$ cat config.mk
export PLATFORM = sky130hd
export DESIGN_NAME = unified_mem_arbiter
export DESIGN_NICKNAME = d
export VERILOG_FILES = /design/src/rtl/unified_mem_arbiter.sv
export SDC_FILE = /design/constraint.sdc
export NUM_CORES = 1
export LEC_CHECK = 0
export CAP_MARGIN = 20
export CORE_MARGIN = 1.5
export CORE_UTILIZATION = 46
export CTS_CLUSTER_SIZE = 10
export DETAILED_ROUTE_END_ITERATION = 8
export GPL_TIMING_DRIVEN = 0
export PLACE_DENSITY = 0.87
export SLEW_MARGIN = 20
export SYNTH_ARGS = -nofsm -noshare
export SYNTH_HDL_FRONTEND = slang
export SYNTH_SLANG_ARGS = --single-unit
$ cat constraint.sdc
create_clock -name clk -period 5.07 [get_ports clk]
set_input_delay 1.014 -clock clk [delete_from_list [all_inputs] [get_ports clk]]
set_output_delay 1.014 -clock clk [all_outputs]
set_load 0.005 [all_outputs]
$ cat src/rtl/unified_mem_arbiter.sv
// Arbitrates instruction-fetch and data requests onto one single-port memory.
// Data wins by default; a starve counter forces a fetch grant after STARVE_MAX data grants.
module unified_mem_arbiter #(
  parameter int unsigned LAT        = 2,
  parameter int unsigned STARVE_MAX = 4
) (
  input  logic        clk,
  input  logic        rst,
  input  logic        if_req,
  input  logic [31:0] if_addr,
  output logic [31:0] if_rdata,
  output logic        if_valid,
  output logic        if_stall,
  input  logic        d_req,
  input  logic        d_we,
  input  logic [31:0] d_addr,
  input  logic [31:0] d_wdata,
  output logic [31:0] d_rdata,
  output logic        d_valid,
  output logic        d_stall,
  output logic        mem_en,
  output logic        mem_we,
  output logic [31:0] mem_addr,
  output logic [31:0] mem_wdata,
  input  logic [31:0] mem_rdata
);

  localparam logic [3:0] LatLast   = 4'(LAT - 1);
  localparam logic [3:0] StarveMax = 4'(STARVE_MAX);

  typedef enum logic [1:0] {StIdle, StIssue, StWait, StResp} state_e;

  state_e      state_q, state_d;
  logic        owner_q, owner_d;  // 1 = data port owns the transaction
  logic [3:0]  starve_q, starve_d;
  logic [3:0]  wait_cnt_q, wait_cnt_d;
  logic        mem_en_q, mem_en_d;
  logic        mem_we_q, mem_we_d;
  logic [31:0] mem_addr_q, mem_addr_d;
  logic [31:0] mem_wdata_q, mem_wdata_d;
  logic [31:0] if_rdata_q, if_rdata_d;
  logic [31:0] d_rdata_q, d_rdata_d;
  logic        if_valid_q, if_valid_d;
  logic        d_valid_q, d_valid_d;
  logic        grant_fetch;

  assign grant_fetch = if_req & (~d_req | (starve_q == StarveMax));

  always_comb begin
    state_d     = state_q;
    owner_d     = owner_q;
    starve_d    = starve_q;
    wait_cnt_d  = wait_cnt_q;
    mem_en_d    = 1'b0;
    mem_we_d    = 1'b0;
    mem_addr_d  = mem_addr_q;
    mem_wdata_d = mem_wdata_q;
    if_rdata_d  = if_rdata_q;
    d_rdata_d   = d_rdata_q;
    if_valid_d  = 1'b0;
    d_valid_d   = 1'b0;

    unique case (state_q)
      StIdle: begin
        if (d_req || if_req) begin
          // Command is loaded on the grant edge so it appears on the bus during StIssue.
          mem_en_d = 1'b1;
          state_d  = StIssue;
          if (grant_fetch) begin
            owner_d    = 1'b0;
            mem_we_d   = 1'b0;
            mem_addr_d = if_addr;
            starve_d   = 4'd0;
          end else begin
            owner_d     = 1'b1;
            mem_we_d    = d_we;
            mem_addr_d  = d_addr;
            mem_wdata_d = d_wdata;
            if (!if_req) begin
              starve_d = 4'd0;
            end else if (starve_q != StarveMax) begin
              starve_d = starve_q + 4'd1;
            end
          end
        end
      end
      StIssue: begin
        wait_cnt_d = 4'd0;
        if (mem_we_q) begin
          state_d   = StResp;
          d_valid_d = owner_q;
          if_valid_d = ~owner_q;
        end else begin
          state_d = StWait;
        end
      end
      StWait: begin
        if (wait_cnt_q == LatLast) begin
          state_d = StResp;
          if (owner_q) begin
            d_rdata_d = mem_rdata;
            d_valid_d = 1'b1;
          end else begin
            if_rdata_d = mem_rdata;
            if_valid_d = 1'b1;
          end
        end else begin
          wait_cnt_d = wait_cnt_q + 4'd1;
        end
      end
      StResp: begin
        state_d = StIdle;
      end
      default: state_d = StIdle;
    endcase
  end

  always_ff @(posedge clk or negedge rst) begin
    if (!rst) begin
      state_q     <= StIdle;
      owner_q     <= 1'b0;
      starve_q    <= 4'd0;
      wait_cnt_q  <= 4'd0;
      mem_en_q    <= 1'b0;
      mem_we_q    <= 1'b0;
      mem_addr_q  <= 32'd0;
      mem_wdata_q <= 32'd0;
      if_rdata_q  <= 32'd0;
      d_rdata_q   <= 32'd0;
      if_valid_q  <= 1'b0;
      d_valid_q   <= 1'b0;
    end else begin
      state_q     <= state_d;
      owner_q     <= owner_d;
      starve_q    <= starve_d;
      wait_cnt_q  <= wait_cnt_d;
      mem_en_q    <= mem_en_d;
      mem_we_q    <= mem_we_d;
      mem_addr_q  <= mem_addr_d;
      mem_wdata_q <= mem_wdata_d;
      if_rdata_q  <= if_rdata_d;
      d_rdata_q   <= d_rdata_d;
      if_valid_q  <= if_valid_d;
      d_valid_q   <= d_valid_d;
    end
  end

  assign mem_en    = mem_en_q;
  assign mem_we    = mem_we_q;
  assign mem_addr  = mem_addr_q;
  assign mem_wdata = mem_wdata_q;
  assign if_rdata  = if_rdata_q;
  assign d_rdata   = d_rdata_q;
  assign if_valid  = if_valid_q;
  assign d_valid   = d_valid_q;
  assign if_stall  = if_req & ~if_valid_q;
  assign d_stall   = d_req & ~d_valid_q;

endmodule

==> results of run 1 <==
==> how the worst min path moves through the flow <==
stage	to	startpoint
after floorplan	if_valid	owner_q
after global placement	if_rdata[6]	if_rdata[6]
after detailed placement	d_rdata[1]	d_rdata[1]
after CTS	d_rdata[1]	d_rdata[1]
after global routing	d_rdata[16]	d_rdata[16]
final	if_rdata[10]	if_rdata[10]
==> routing by layer <==
layer  GRT usage  routed length, um
met5           0                  0
met4     0.07546                279
met3     0.06081               1041
met2      0.4357               8914
met1      0.2962               6656
==> critical path, stage by stage <==
cell and delay (ps):
sky130_fd_sc_hd__clkdlybuf4s50_1 470, sky130_fd_sc_hd__buf_2 230, sky130_fd_sc_hd__inv_1 120, sky130_fd_sc_hd__nor2_1 130
sky130_fd_sc_hd__clkdlybuf4s50_1 540
==> sequential cells by signal (all words and copies together) (netlist names), 2 cells and up <==
name        cells
d_rdata        32
if_rdata       32
mem_addr       32
mem_wdata      32
starve_q        4
wait_cnt_q      4
state_q         2
==> cells in the mapped netlist <==
cell	n	area (um2)
sky130_fd_sc_hd__nand2_1	72	270.3
sky130_fd_sc_hd__o21ai_1	1	5.000
sky130_fd_sc_hd__buf_2	8	40.04
sky130_fd_sc_hd__inv_1	8	30.03
sky130_fd_sc_hd__o211ai_1	33	247.7
sky130_fd_sc_hd__a21o_1	1	7.510
sky130_fd_sc_hd__mux2i_1	2	20.02
sky130_fd_sc_hd__or3b_2	1	8.760
sky130_fd_sc_hd__mux2_2	68	765.7
sky130_fd_sc_hd__mux2_1	1	11.26
sky130_fd_sc_hd__and2_1	2	12.51
sky130_fd_sc_hd__a22o_1	1	8.760
sky130_fd_sc_hd__nand3_1	3	15.01
sky130_fd_sc_hd__buf_6	8	90.09
sky130_fd_sc_hd__o22ai_1	1	6.260
sky130_fd_sc_hd__and3_1	1	6.260
sky130_fd_sc_hd__or2_2	1	6.260
sky130_fd_sc_hd__nor3b_1	1	7.510
sky130_fd_sc_hd__a2bb2oi_1	1	8.760
sky130_fd_sc_hd__nand2b_1	2	12.51
sky130_fd_sc_hd__a211oi_1	2	15.01
sky130_fd_sc_hd__and3b_1	1	8.760
sky130_fd_sc_hd__clkbuf_1	15	56.30
sky130_fd_sc_hd__nor2b_1	3	18.77
sky130_fd_sc_hd__nand4b_4	1	23.77
sky130_fd_sc_hd__inv_2	1	3.750
sky130_fd_sc_hd__mux2_4	28	420.4
sky130_fd_sc_hd__buf_4	1	7.510
sky130_fd_sc_hd__nand3b_1	1	7.510
sky130_fd_sc_hd__dfrtp_1	143	3578
sky130_fd_sc_hd__o21ai_0	4	20.02
sky130_fd_sc_hd__ha_1	8	100.1
sky130_fd_sc_hd__or4_1	1	7.510
sky130_fd_sc_hd__a21oi_1	1	5.000
sky130_fd_sc_hd__a32o_1	1	10.01
sky130_fd_sc_hd__xnor2_1	2	17.52
sky130_fd_sc_hd__nor2_1	5	18.77
sky130_fd_sc_hd__nand4_1	32	200.2
sky130_fd_sc_hd__and4bb_1	1	12.51
sky130_fd_sc_hd__o21ai_2	1	8.760
==> logic make-up (layout without fill, tap and decap cells) <==
family	after synthesis	count (layout)	share of synthesized area
AOI/OAI and AO/OA	47	47	0.05601
buffers and inverters	41	339	0.03720
DFF	143	143	0.5846
and+or+nand+nor	128	128	0.1040
xor gates and xnor gates	2	2	0.002862
adders and majority gates	8	8	0.01635
muxes	99	99	0.1989
==> layout make-up <==
cell class | instances | area (um2) | area share
repair buffers | 266 | 2685 | 0.2805
clock buffers | 17 | 425.4 | 0.04444
well taps | 172 | 215.2 | 0.02248
flip-flops and latches | 143 | 3578 | 0.3739
plain buffers | 32 | 193.9 | 0.02026
clock inverters | 15 | 125.1 | 0.01307
multi-input cells | 284 | 2315 | 0.2418
inverters | 9 | 33.78 | 0.003529
==> report_power, final <==
part	total, mW	internal, mW	leakage (nW)	switching, mW
Sequential	2.03	1.70	1.72	0.329
Combinational	2.47	1.60	2.00	0.870
Clock	1.16	0.641	0.260	0.520
==> load_flow_metrics.sql, run 1 <==
INSERT INTO impl_metrics (metric_group, metric, value, unit) VALUES
('status', 'status', 'completed', ''),
('placement', 'place_congestion', '0.7908', ''),
('clocking', 'cts_made_buffers', '17', ''),
('worst_setup_path', 'worst_setup_path_end_kind', 'output port', ''),
('logic_synthesis', 'ys_seq_area_frac', '0.5846', ''),
('sta', 'rsz0062_at_grt', 'false', ''),
('worst_setup_path', 'worstSetupStartpoint', 'd_req', ''),
('finish', 'layout-drive-gt1-share', '0.1984', ''),
('finish', 'utilization', '0.7463', ''),
('clocking', 'tritoncts', 'built', ''),
('drt', 'via_count', '4898', ''),
('drt', 'dr.pass1.iters', '4', ''),
('die', 'io_pins', '267', ''),
('die', 'die_w', '118.4', 'um'),
('sta', 'tightest_slew', '478.8', 'ps'),
('sta', 'finalSetupViolCount', '0', ''),
('logic_synthesis', 'synth_cell_types', '40', ''),
('placement', 'preCtsSetupSlack', '1597', 'ps'),
('sta', 'slew-limit-headroom', '0.6808', ''),
('finish', 'antenna_cells', '0', ''),
('power', 'post-layout-total-power', '5.659', 'mW'),
('die', 'start_util', '0.4773', ''),
('min_path', 'hold_class', 'flop to flop', ''),
('global_route', 'gr-total-overflow', '0', ''),
('global_route', 'grt_pass1_vias', '5178', ''),
('clocking', 'worst_setup_hold_path_clk_slew', '60', 'ps'),
('die', 'die_h', '118.4', 'um'),
('logic_synthesis', 'yosysWarningCount', '0', ''),
('finish', 'fin_nets', '894', ''),
('drt', 'post_detailed_route_wirelength_per_cell', '18.01', 'um'),
('placement', 'dpl.cell_count', '906', ''),
('sta', 'final_max_slew_viol_count', '0', ''),
('sta', 'hold_viol', '0', ''),
('worst_setup_path', 'setup.worst_path.start_class', 'input pin', ''),
('clocking', 'ctsResizeCount', '0', ''),
('finish', 'final_common_cell', 'sky130_fd_sc_hd__clkdlybuf4s50_1', ''),
('drt', 'routed_wirelength', '16890', 'um'),
('sta', 'holdWs', '504.5', 'ps'),
('clocking', 'postCtsSetupBuffers', '0', ''),
('placement', 'io_buffer_count', '265', ''),
('logic_synthesis', 'synthCells', '468', ''),
('drt', 'detail_route.vias_per_cell', '5.222', ''),
('finish', 'layout.cell_area.non_filler', '0.009572', 'mm2'),
('sta', 'period_minus_slack', '3521', 'ps'),
('power', 'leakage', '3.983', 'nW'),
('worst_setup_path', 'worstRegToRegCells', '8', ''),
('worst_setup_path', 'crit-reg2reg-capture', 'mem_addr[10]', ''),
('clocking', 'holdBufCountCts', '0', ''),
('clocking', 'cts.sink_count', '143', ''),
('worst_setup_path', 'r2r_start', 'state_q[0]', ''),
('drt', 'initial_drc_count', '245', ''),
('worst_setup_path', 'worst-setup-path-type', 'input pin to output port', ''),
('sta', 'fmax', '0.2840', 'GHz'),
('clocking', 'ctsHtreeMaxLevel', '4', ''),
('worst_setup_path', 'critPathArrivalTime', '2510', 'ps'),
('die', 'placeableCoreArea', '0.01282', 'mm2'),
('clocking', 'worst_skew_pair.late_latency', '410', 'ps'),
('worst_setup_path', 'worst-r2r-setup-slack', '2970', 'ps'),
('die', 'dieArea', '0.01401', 'mm2'),
('finish', 'flow.area_growth_from_synthesis', '56.38', '%'),
('clocking', 'maximum_clock_path_buffer_count', '2', ''),
('sta', 'final_clock_skew', '12.89', 'ps'),
('finish', 'finalNonFillerCells', '938', ''),
('sta', 'final_critical_path_setup_slack', '1549', 'ps'),
('global_route', 'track_usage', '0.2465', ''),
('job', 'cap_viol_max_count', '0', ''),
('logic_synthesis', 'synthesis.area', '0.006121', 'mm2'),
('global_route', 'pin_count_of_the_biggest_net_entering_global_routing', '81', ''),
('placement', 'hpwl', '12480', 'um'),
('worst_setup_path', 'worst_setup_path_endpoint', 'd_stall', ''),
('sta', 'timing.setup.tns', '0', 'ps');
(Power assumes the default switching activity.)
==> inputs of run 2 (changes only) <==
Settings changed: CORE_UTILIZATION 46 to 38, PLACE_DENSITY 0.87 to 0.77.
Clock period 5.07 ns to 3.1 ns, I/O delays scaled along.
==> load_flow_metrics.sql, run 2 (synthesis results as in run 1) <==
INSERT INTO impl_metrics (metric_group, metric, value, unit) VALUES
('status', 'status', 'completed', ''),
('worst_setup_path', 'setup.worst_path.start_class', 'input pin', ''),
('sta', 'period_share', '0.8828', ''),
('die', 'die_w', '129.9', 'um'),
('power', 'ir_drop', '0.4366', 'mV'),
('drt', 'post_detailed_route_wirelength_per_cell', '16.72', 'um'),
('worst_setup_path', 'path_buf_inv', '4', ''),
('power', 'leakage', '3.996', 'nW'),
('drt', 'dr.pass1.iters', '4', ''),
('die', 'dieArea', '0.01688', 'mm2'),
('global_route', 'antenna_found_initial', '0', ''),
('finish', 'antenna_cells', '0', ''),
('worst_setup_path', 'worst-path-max-fanout', '10', ''),
('worst_setup_path', 'worst-setup-path-type', 'input pin to output port', ''),
('worst_setup_path', 'critical-path-slowest-cell', 'sky130_fd_sc_hd__clkdlybuf4s50_1', ''),
('die', 'placeableCoreArea', '0.01583', 'mm2'),
('clocking', 'holdBufCountCts', '0', ''),
('clocking', 'cts_made_buffers', '17', ''),
('clocking', 'worst_setup_hold_path_clk_slew', '60', 'ps'),
('worst_setup_path', 'critPathArrivalTime', '2120', 'ps'),
('job', 'cap_viol_max_count', '0', ''),
('clocking', 'cts.sink_count', '143', ''),
('clocking', 'postCtsSetupBuffers', '0', ''),
('finish', 'flow.area_growth_from_synthesis', '57.79', '%'),
('finish', 'layout.cells.most_common_list', '264 x sky130_fd_sc_hd__clkdlybuf4s50_1, 143 x sky130_fd_sc_hd__dfrtp_1, 72 x sky130_fd_sc_hd__nand2_1, 68 x sky130_fd_sc_hd__mux2_2, 33 x sky130_fd_sc_hd__o211ai_1', ''),
('power', 'power-per-cell-area', '963.5', 'mW/mm2'),
('sta', 'hold_viol', '0', ''),
('sta', 'finalSetupViolCount', '0', ''),
('finish', 'final_common_cell', 'sky130_fd_sc_hd__clkdlybuf4s50_1', ''),
('power', 'post-layout-total-power', '9.306', 'mW'),
('sta', 'timing.setup.tns', '0', 'ps'),
('worst_setup_path', 'worst_ep_required_time', '2480', 'ps'),
('finish', 'layout-drive-gt1-share', '0.1958', ''),
('worst_setup_path', 'crit_cells', '5', ''),
('clocking', 'clock_tree.root_cell', 'sky130_fd_sc_hd__clkbuf_16', ''),
('worst_setup_path', 'worst_setup_path_end_kind', 'output port', ''),
('worst_setup_path', 'timing.critical_path.mode_cell', 'sky130_fd_sc_hd__clkdlybuf4s50_1', ''),
('placement', 'hpwl', '12190', 'um'),
('sta', 'final_max_slew_viol_count', '0', ''),
('worst_setup_path', 'cp_cell_sequence', 'clkdlybuf4s50_1, buf_2, inv_1, nor2_1, clkdlybuf4s50_1', ''),
('sta', 'slew-limit-headroom', '0.6120', ''),
('clocking', 'worst_skew_pair.late_latency', '410', 'ps'),
('sta', 'fmax', '0.3654', 'GHz'),
('sta', 'tightest_slew', '582.0', 'ps'),
('worst_setup_path', 'worstRegToRegCells', '8', ''),
('sta', 'final_clock_skew', '8.208', 'ps'),
('global_route', 'pin_count_of_the_biggest_net_entering_global_routing', '95', ''),
('placement', 'place_congestion', '0.7889', ''),
('finish', 'fillers', '1240', ''),
('global_route', 'track_usage', '0.1968', ''),
('drt', 'initial_drc_count', '175', ''),
('worst_setup_path', 'cp_slowest_stage_delay', '510', 'ps'),
('die', 'start_util', '0.3867', ''),
('die', 'die_h', '129.9', 'um'),
('drt', 'route.antenna.remaining_nets', '0', ''),
('clocking', 'ctsHtreeMaxLevel', '4', ''),
('drt', 'drc_errors', '0', ''),
('placement', 'io_buffer_count', '265', ''),
('clocking', 'tritoncts', 'built', ''),
('global_route', 'grt_pass1_wl', '25630', 'um'),
('die', 'io_pins', '267', ''),
('drt', 'routed_wirelength', '16420', 'um'),
('global_route', 'gr-total-overflow', '0', ''),
('sta', 'final_critical_path_setup_slack', '363.4', 'ps'),
('clocking', 'maximum_clock_path_buffer_count', '2', ''),
('finish', 'fin_nets', '894', ''),
('min_path', 'hold_class', 'input pin to asynchronous set/reset pin', ''),
('drt', 'via_count', '4839', ''),
('placement', 'preCtsSetupSlack', '368.4', 'ps'),
('die', 'row_count', '46', ''),
('sta', 'rsz0062_at_grt', 'false', ''),
('drt', 'detail_route.vias_per_cell', '4.928', ''),
('sta', 'period_minus_slack', '2737', 'ps'),
('worst_setup_path', 'path_delay_family', 'buffers and inverters', ''),
('clocking', 'ctsResizeCount', '0', ''),
('global_route', 'grt_pass1_vias', '5074', '');
-- run 2: worst reg2reg max path: stages (launching register included) --
cell                       delay, ps
sky130_fd_sc_hd__dfrtp_1         400
sky130_fd_sc_hd__inv_1           140
sky130_fd_sc_hd__ha_1            160
sky130_fd_sc_hd__buf_2           220
sky130_fd_sc_hd__o21ai_2         220
sky130_fd_sc_hd__inv_2           190
sky130_fd_sc_hd__clkbuf_1        400
sky130_fd_sc_hd__nand2_1         110
sky130_fd_sc_hd__o211ai_1        200
-- run 2: cell type report --
cell class,count,area (um2),share of cell area
buffer,32,193.9,0.02008
clock buffer,20,446.7,0.04625
clock inverter,12,135.1,0.01399
inverter,9,33.78,0.003498
multi-input combinational,284,2315,0.2397
sequential,143,3578,0.3705
tap,216,270.3,0.02798
timing repair buffer,266,2685,0.2780
-- run 2: stage by stage --
step	instance area (um2)	instances	utilization	hold slack, ps
2_1_floorplan	6121	468	-	324.4
3_3_place_gp	9044	949	0.5714	467.9
4_1_cts	9658	982	0.6102	99.58
5_1_grt	9658	982	0.6102	118.8
6_report	9658	982	0.6102	104.6
3_5_place_dp	9076	950	0.5734	474.7
-- run 2: final timing paths --
kind | slack (ps) | to | startpoint
setup / recovery | 360 | d_stall | d_req
hold / removal | 100 | if_rdata[1] | rst
setup reg to reg | 970 | mem_addr[19] | state_q[0]
hold reg to reg | 490 | if_valid | owner_q
max in group asynchronous | 2190 | starve_q[2] | rst
min in group clk | 490 | if_valid | owner_q
-- run 2: metal layers --
metal	vias up	GRT usage	wire length, um
li1	2236	-	-
met1	2388	0.2252	6691
met2	198	0.3533	8409
met3	17	0.05084	1090
met4	0	0.07516	231
met5	-	0	0
-- run 2: where the power goes --
group / switching [mW] / internal, mW / total, mW / leakage [nW]
Combinational: 1.38 / 2.62 / 4.00 / 2.00
Sequential: 0.528 / 2.78 / 3.30 / 1.72
Clock: 0.790 / 1.21 / 2.00 / 0.273
Total: 2.70 / 6.60 / 9.31 / 4.00
